$ cat src/rtl/cache_controller.sv
// Two-way set-associative, write-back, write-allocate cache controller.
// Owns a 128-set SRAM whose word holds {lru, way1, way0}; refills and writes back 128-bit lines.
module cache_controller (
  input  logic         clk,
  input  logic         rst_n,
  input  logic         cpu_req,
  input  logic         cpu_we,
  input  logic [31:0]  cpu_addr,
  input  logic [31:0]  cpu_wdata,
  input  logic [3:0]   cpu_wstrb,
  output logic [31:0]  cpu_rdata,
  output logic         cpu_ready,
  output logic [6:0]   sram_index,
  output logic         sram_we,
  output logic [302:0] sram_wdata,
  input  logic [302:0] sram_rdata,
  output logic         mem_req,
  output logic         mem_we,
  output logic [31:0]  mem_addr,
  output logic [127:0] mem_wdata,
  input  logic [127:0] mem_rdata,
  input  logic         mem_ack
);

  typedef enum logic [1:0] {StIdle, StCompare, StWriteback, StAllocate} state_e;

  state_e        state_q, state_d;
  logic [31:2]   addr_q;
  logic [31:0]   wdata_q;
  logic [3:0]    wstrb_q;
  logic          we_q;
  logic          victim_q, victim_d;
  logic          accept;

  logic [20:0]   tag_q;
  logic [6:0]    index_q;
  logic [1:0]    word_q;
  logic [150:0]  way0, way1, hit_line, new_line, victim_line, miss_line;
  logic          hit0, hit1, hit_way, miss_victim;
  logic [3:0][31:0] hit_words, wr_words;
  logic [31:0]   mask;
  logic          unused_addr;

  assign unused_addr = ^cpu_addr[1:0];
  assign tag_q   = addr_q[31:11];
  assign index_q = addr_q[10:4];
  assign word_q  = addr_q[3:2];

  // Tag lookup, victim selection and store merge on the current SRAM read.
  always_comb begin
    way0        = sram_rdata[150:0];
    way1        = sram_rdata[301:151];
    hit0        = way0[150] && (way0[148:128] == tag_q);
    hit1        = way1[150] && (way1[148:128] == tag_q);
    hit_way     = !hit0;
    hit_line    = hit0 ? way0 : way1;
    hit_words   = hit_line[127:0];
    miss_victim = !way0[150] ? 1'b0 : (!way1[150] ? 1'b1 : sram_rdata[302]);
    miss_line   = miss_victim ? way1 : way0;
    victim_line = victim_q ? way1 : way0;
    mask        = {{8{wstrb_q[3]}}, {8{wstrb_q[2]}}, {8{wstrb_q[1]}}, {8{wstrb_q[0]}}};
    wr_words    = hit_words;
    wr_words[word_q] = (hit_words[word_q] & ~mask) | (wdata_q & mask);
    new_line    = hit_line;
    if (we_q) begin
      new_line[127:0] = wr_words;
      new_line[149]   = 1'b1;
    end
  end

  always_comb begin
    state_d    = state_q;
    victim_d   = victim_q;
    accept     = 1'b0;
    sram_index = cpu_addr[10:4];
    sram_we    = 1'b0;
    sram_wdata = sram_rdata;
    cpu_ready  = 1'b0;
    cpu_rdata  = '0;
    mem_req    = 1'b0;
    mem_we     = 1'b0;
    mem_addr   = '0;
    mem_wdata  = '0;
    unique case (state_q)
      StIdle: begin
        if (cpu_req) begin
          accept  = 1'b1;
          state_d = StCompare;
        end
      end
      StCompare: begin
        sram_index = index_q;
        if (hit0 || hit1) begin
          cpu_ready       = 1'b1;
          cpu_rdata       = hit_words[word_q];
          sram_we         = 1'b1;
          sram_wdata[302] = ~hit_way;
          if (hit_way) sram_wdata[301:151] = new_line;
          else         sram_wdata[150:0]   = new_line;
          state_d = StIdle;
        end else begin
          victim_d = miss_victim;
          state_d  = (miss_line[150] && miss_line[149]) ? StWriteback : StAllocate;
        end
      end
      StWriteback: begin
        sram_index = index_q;
        mem_req    = 1'b1;
        mem_we     = 1'b1;
        mem_addr   = {victim_line[148:128], index_q, 4'b0000};
        mem_wdata  = victim_line[127:0];
        if (mem_ack) state_d = StAllocate;
      end
      StAllocate: begin
        sram_index = index_q;
        mem_req    = 1'b1;
        mem_addr   = {addr_q[31:4], 4'b0000};
        if (mem_ack) begin
          sram_we = 1'b1;
          if (victim_q) sram_wdata[301:151] = {2'b10, tag_q, mem_rdata};
          else          sram_wdata[150:0]   = {2'b10, tag_q, mem_rdata};
          state_d = StCompare;
        end
      end
      default: state_d = StIdle;
    endcase
    // Outputs are silenced combinationally so an abandoned transaction drops at once.
    if (!rst_n) begin
      sram_we   = 1'b0;
      cpu_ready = 1'b0;
      cpu_rdata = '0;
      mem_req   = 1'b0;
      mem_we    = 1'b0;
      mem_addr  = '0;
      mem_wdata = '0;
    end
  end

  always_ff @(posedge clk) begin
    if (!rst_n) begin
      state_q  <= StIdle;
      addr_q   <= '0;
      wdata_q  <= '0;
      wstrb_q  <= '0;
      we_q     <= 1'b0;
      victim_q <= 1'b0;
    end else begin
      state_q  <= state_d;
      victim_q <= victim_d;
      if (accept) begin
        addr_q  <= cpu_addr[31:2];
        wdata_q <= cpu_wdata;
        wstrb_q <= cpu_wstrb;
        we_q    <= cpu_we;
      end
    end
  end

endmodule

$ cat config.mk
export PLATFORM = sky130hd
export DESIGN_NAME = cache_controller
export DESIGN_NICKNAME = d
export VERILOG_FILES = /design/src/rtl/cache_controller.sv
export SDC_FILE = /design/constraint.sdc
export NUM_CORES = 1
export LEC_CHECK = 0
export CORE_AREA = 2 2 397 399
export CTS_BUF_LIST = sky130_fd_sc_hd__clkbuf_16
export CTS_CLUSTER_DIAMETER = 60
export DETAILED_ROUTE_END_ITERATION = 8
export DIE_AREA = 0 0 399 401
export SYNTH_ARGS = -nofsm -noshare
export SYNTH_HDL_FRONTEND = slang
export SYNTH_SLANG_ARGS = --single-unit
$ cat constraint.sdc
create_clock -name clk -period 3.7 [get_ports clk]
set_input_delay 0.555 -clock clk [delete_from_list [all_inputs] [get_ports clk]]
set_output_delay 0.555 -clock clk [all_outputs]
set_load 0.05 [all_outputs]
# Word-level counts from Yosys, hierarchy flattened
# Index checks and enable logic that the tools add are counted.
[totals]
register_bits = 70
input_bits = 504
output_inout_bits = 506
elab_cells = 77
[op_classes]
order_cmp = 2
eq_ne = 8
muxes = 46
n_bitwise = 5
n_reduce_logical = 10
[op_table]
columns = ["op", "count"]
rows = [
  ["$mux W151", 6],
  ["$pmux W302 S2", 1],
  ["$mux W128", 3],
  ["$mux W303", 1],
  ["$mux W302", 1],
  ["$mux W32", 6],
  ["$mux W149", 1],
  ["$bwmux W128", 1],
  ["$and A32 B32 Y32", 2],
  ["$bmux W32 S2", 1],
  ["$demux W32 S2", 1],
  ["$pmux W32 S2", 1],
  ["$eq A21 B21 Y1", 2],
  ["$not A32 Y32", 1],
  ["$or A32 B32 Y32", 1],
  ["$mux W1", 16],
  ["$mux W2", 4],
  ["$pmux W2 S4", 1],
  ["$mux W7", 1],
  ["$ne A2 B2 Y1 const B", 3],
  ["$eq A2 B2 Y1 const B", 2],
  ["$logic_and A1 B1 Y1", 4],
  ["$lt A2 B3 Y1 const B", 1],
  ["$reduce_and A3 Y1", 1],
  ["9 further kinds", 9],
]

# Logic depth before layout (Yosys ltp)
[logic_depth]
word_depth = 12
depth_mapped = 13
depth_no_buf = 9

# Worst setup path after synthesis
# OpenSTA, ideal clock, no wires.
[synth_timing]
path_kind = "input port to output port"
start = "input sram_rdata[145]"
end = "output sram_wdata[221]"
arrival_time_ns = 3.428
required_ns = 3.145
path_slack_ns = -0.283
cell_stages = 10
n_path_buf = 1
cell_sequence = "xnor2_1 nand4_1 nor4_2 nand3_2 buf_6 mux2i_1 a22o_1 o31a_1 mux2_2 o21ai_0"
[synth_via]
elab_chain_cells = 12
word_cells_on_any_way = 13
classes_between = "eq/ne (1); mux (8); bitwise (2); reduce/logical (2)"
[synth_rtl]
columns = ["element", "line", "text"]
rows = [
  ["from (decl)", "16", "input logic [302:0] sram_rdata,"],
  ["$eq A21 B21 Y1 (*)", "53", "hit0 = way0[150] && (way0[148:128] == tag_q);"],
  ["$logic_and A1 B1 Y1 (*)", "53", ""],
  ["$mux W151", "56", "hit_line = hit0 ? way0 : way1;"],
  ["$bmux W32 S2", "63", "wr_words[word_q] = (hit_words[word_q] & ~mask) | (wdata_q & mask);"],
  ["$mux W32 (not written as such)", "63", ""],
  ["$and A32 B32 Y32", "63", ""],
  ["$or A32 B32 Y32", "63", ""],
  ["$bwmux W128", "63", ""],
  ["$mux W128", "65", "if (we_q) begin"],
  ["$mux W151", "98", "if (hit_way) sram_wdata[301:151] = new_line;"],
  ["$mux W303 (*)", "93", "if (hit0 || hit1) begin"],
  ["$pmux W302 S2 (*)", "84", "unique case (state_q)"],
  ["to (decl)", "15", "output logic [302:0] sram_wdata,"],
]
# Mark *: on every way between the ends. The rest lies on a longest branch, timed or not. The select of a mux whose other input is x is not followed.

# Worst setup path in the final report
[layout_timing]
start = "register addr_q[31] (netlist bit)"
end = "output sram_wdata[63]"
[layout_via]
elab_chain_cells = 12
word_cells_on_any_way = 15
classes_between = "eq/ne (2); mux (8); bitwise (2); reduce/logical (3)"
[layout_rtl]
columns = ["element", "line", "text"]
rows = [
  ["from (decl)", "28", "logic [31:2] addr_q;"],
  ["from (signal assigned)", "151", "addr_q <= cpu_addr[31:2];"],
  ["$eq A21 B21 Y1", "53", ""],
  ["$logic_and A1 B1 Y1", "53", ""],
  ["$mux W151", "56", ""],
  ["$bmux W32 S2", "63", ""],
  ["$mux W32 (not written as such)", "63", ""],
  ["$and A32 B32 Y32", "63", ""],
  ["$or A32 B32 Y32", "63", ""],
  ["$bwmux W128", "63", ""],
  ["$mux W128", "65", ""],
  ["$mux W151", "98", ""],
  ["$mux W303 (*)", "93", ""],
  ["$pmux W302 S2 (*)", "84", ""],
]
# Marked as above.

==> results_dict.tcl <==
set metrics [dict create \
    first_iter_violations 2408 \
    rows 145 \
    nets 3935 \
    synthDistinctLibCells 52 \
    worstSkewPairLatency_ns 0.40 \
    hpwlAfterDp_um 174000 \
    drive_gt1_share_pct 49.0 \
    cp.arrival_ns 3.59 \
    rsz0062_at_grt "yes" \
    criticalPathCategory "reg2out" \
    dpl_worst_slack_ns -1.99 \
    cts_tree "built" \
    num_io_pins 1010 \
    worstHoldPathType "reg2reg" \
    timing.fmax_mhz 241 \
    setup_viol 304 \
    startpoint_type "flip-flop" \
    slew_viol_final 0 \
    drc_errors 0 \
    fin_tns_setup_ns -65.00 \
    synth_area_per_cell_sq_um 7.11 \
    power_density_mw_per_mm2 348 \
    holdBufCountCts 0 \
    tightest_slew_ns 1.41 \
    p_comb_share_pct 84.9 \
    start_util_pct 9.47 \
    antenna_found_initial 120 \
    min_period_ns 4.15 \
    cts.path.max_buffers 2 \
    ys_async_sr_fraction_pct 0 \
    wl_met3_um 19700 \
    grt_pass1_vias 24700 \
    track_usage_pct 24.5 \
    overflow 0 \
    maxCapViolCount 0 \
    routed_wirelength_um 210000 \
    most-common-layout-cells "buf_4 (507), clkdlybuf4s50_1 (482), buf_12 (439)" \
    die_x_um 399 \
    dr_wl_met2_um 95400 \
    finalWorstSetupSlack_ns -0.450 \
    cp-end-kind "primary output" \
    vias 25700 \
    wire_per_inst_um 37.9 \
    slew_headroom_pct 6.13 \
    hold_viol_final 0 \
    total_leakage_power_nw 15.1 \
    period_share_pct 112 \
    cts-buffers-inserted 9 \
    cp_max_fo 8 \
    place.gp.congestion 0.989 \
    htreeDepth 3 \
    status "finished with violations" \
    grt_pass1_wl_um 260000 \
    ys.flop_type "dfxtp_1" \
    highest_layer "met5" \
    synth-edff-count 0 \
    yosys_warnings 0 \
    seqPwrFrac_pct 7.8 \
    worstPathRequired_ns 3.14 \
    final_common_cell "buf_4" \
    ant_nets 0 \
    p_int_mw 6.28 \
    m1WireLength_um 83500 \
    dr.pass1.iters 5 \
    clockRootBuffer "clkbuf_16" \
    die_h_um 401 \
    vias_per_cell 4.64 \
    synth_area_sq_mm 0.0147 \
    placement.io_buffers 1003 \
    peakVddDrop_mv 0.206 \
    ys_seq_area_share_pct 9.51 \
    grt_max_degree 105 \
    clkSinkCount 70 \
    skew_ns 0.0203 \
    dieArea_sq_mm 0.160 \
    core_sq_mm 0.156 \
    pwr-share-clk_pct 7.3 \
    area_growth_pct 164 \
    p_sw_mw 7.30 \
    cts.clk_slew.worst_paths_ns 0.08 \
    final_core_util_pct 25.0 \
    worst_hold_slack_ns 0.475 \
    fill_cells 16800 \
    violations "setup timing" \
    swShare_pct 53.8 \
    ys_ff_latch 70 \
    postSynthCellCount 2073 \
]
worst max-delay path, cell delays in order (launching register included):
cell and delay [ns]:
dfxtp_2 0.34, xnor2_2 0.22, nand4_1 0.14, nor4_2 0.31
buf_4 0.17, nand3_4 0.10, buf_12 0.17, buf_4 0.15
inv_6 0.05, nand2_4 0.06, buf_6 0.14, buf_6 0.12
o21ai_4 0.20, buf_12 0.18, buf_12 0.17, buf_8 0.13
a22oi_1 0.06, o21ai_1 0.20, clkbuf_16 0.23
metrics by stage:
stage,cells,power (mW),instance area (sq um)
floorplan,2076,5.04,14800
global placement,5384,11.3,34300
detailed placement,5384,11.3,34300
CTS,5457,13.0,37000
global route,5517,13.9,38900
finish,5533,13.6,39000
registers in the layout, indices dropped and copies added, names as in the netlist:
register	flops
addr_q	30
state_q	2
victim_q	1
wdata_q	32
we_q	1
wstrb_q	4
cells in the mapped netlist (44+ instances only):
master / n / area share (%)
mux2_2: 89 / 6.8
clkbuf_1: 162 / 4.1
a22o_1: 47 / 2.8
a21oi_1: 46 / 1.6
o21ai_0: 309 / 10
dfxtp_1: 70 / 9.5
nand2_1: 246 / 6.3
mux2i_1: 271 / 18
a21boi_0: 68 / 3.5
a22oi_1: 230 / 12
mux4_2: 44 / 6.7
nor2_1: 186 / 4.7
final timing paths:
path | startpoint | to | slack [ns] | cells past startpoint
min reg2reg | wdata_q[6] | wdata_q[6] | 0.48 | 2
max | addr_q[31] | sram_wdata[63] | -0.45 | 18
min | wdata_q[6] | wdata_q[6] | 0.48 | 2
max reg2reg | state_q[0] | wdata_q[20] | 1.24 | 7
kinds of logic after synthesis:
logic type,after synthesis,synth area share (%)
compound gates,798,34.6
simple gates,503,14.1
mux,404,31.9
buf+inv,251,6.99
flops,70,9.51
xor+xnor,42,2.50
fa+ha+maj,4,0.340
other cells,1,0.0254
cell type report:
class                           count  area, sq um  area share, %
Sequential cell                    70         1420           3.65
Clock inverter                      7         61.3          0.157
Clock buffer                        9          225          0.578
Multi-Input combinational cell   1756        15100           38.7
Inverter                           10         42.5          0.109
Antenna cell                       43          108          0.276
Timing Repair Buffer             1580        19400           49.9
Tap cell                         2058         2570           6.61
per-layer routing:
layer / vias to the layer above / track usage, %
li1: 10500 / -
met1: 12900 / 30.5
met2: 1754 / 38.5
met3: 389 / 7.51
met4: 82 / 11.4
met5: - / 0
power by group through the flow:
stage	Clock, mW	Combinational, mW	Sequential (mW)
finish	0.986	11.5	1.06
global placement	0	10.2	1.04
CTS	1.03	10.9	1.05
floorplan	0	4.15	0.890
global route	1.04	11.7	1.07
detailed placement	0	10.2	1.05
timing repair:
| item | 4_1_cts | 5_1_grt |
|---|---|---|
| setup buffers | 64 | 78 |
| resized for setup | 532 | 420 |
| hold endpoints to repair | 0 | 0 |
| setup endpoints to repair | 310 | 310 |
| gates cloned | 7 | 5 |
| pin swaps | 77 | 80 |
Note: power is estimated with default switching activity, not from simulation.
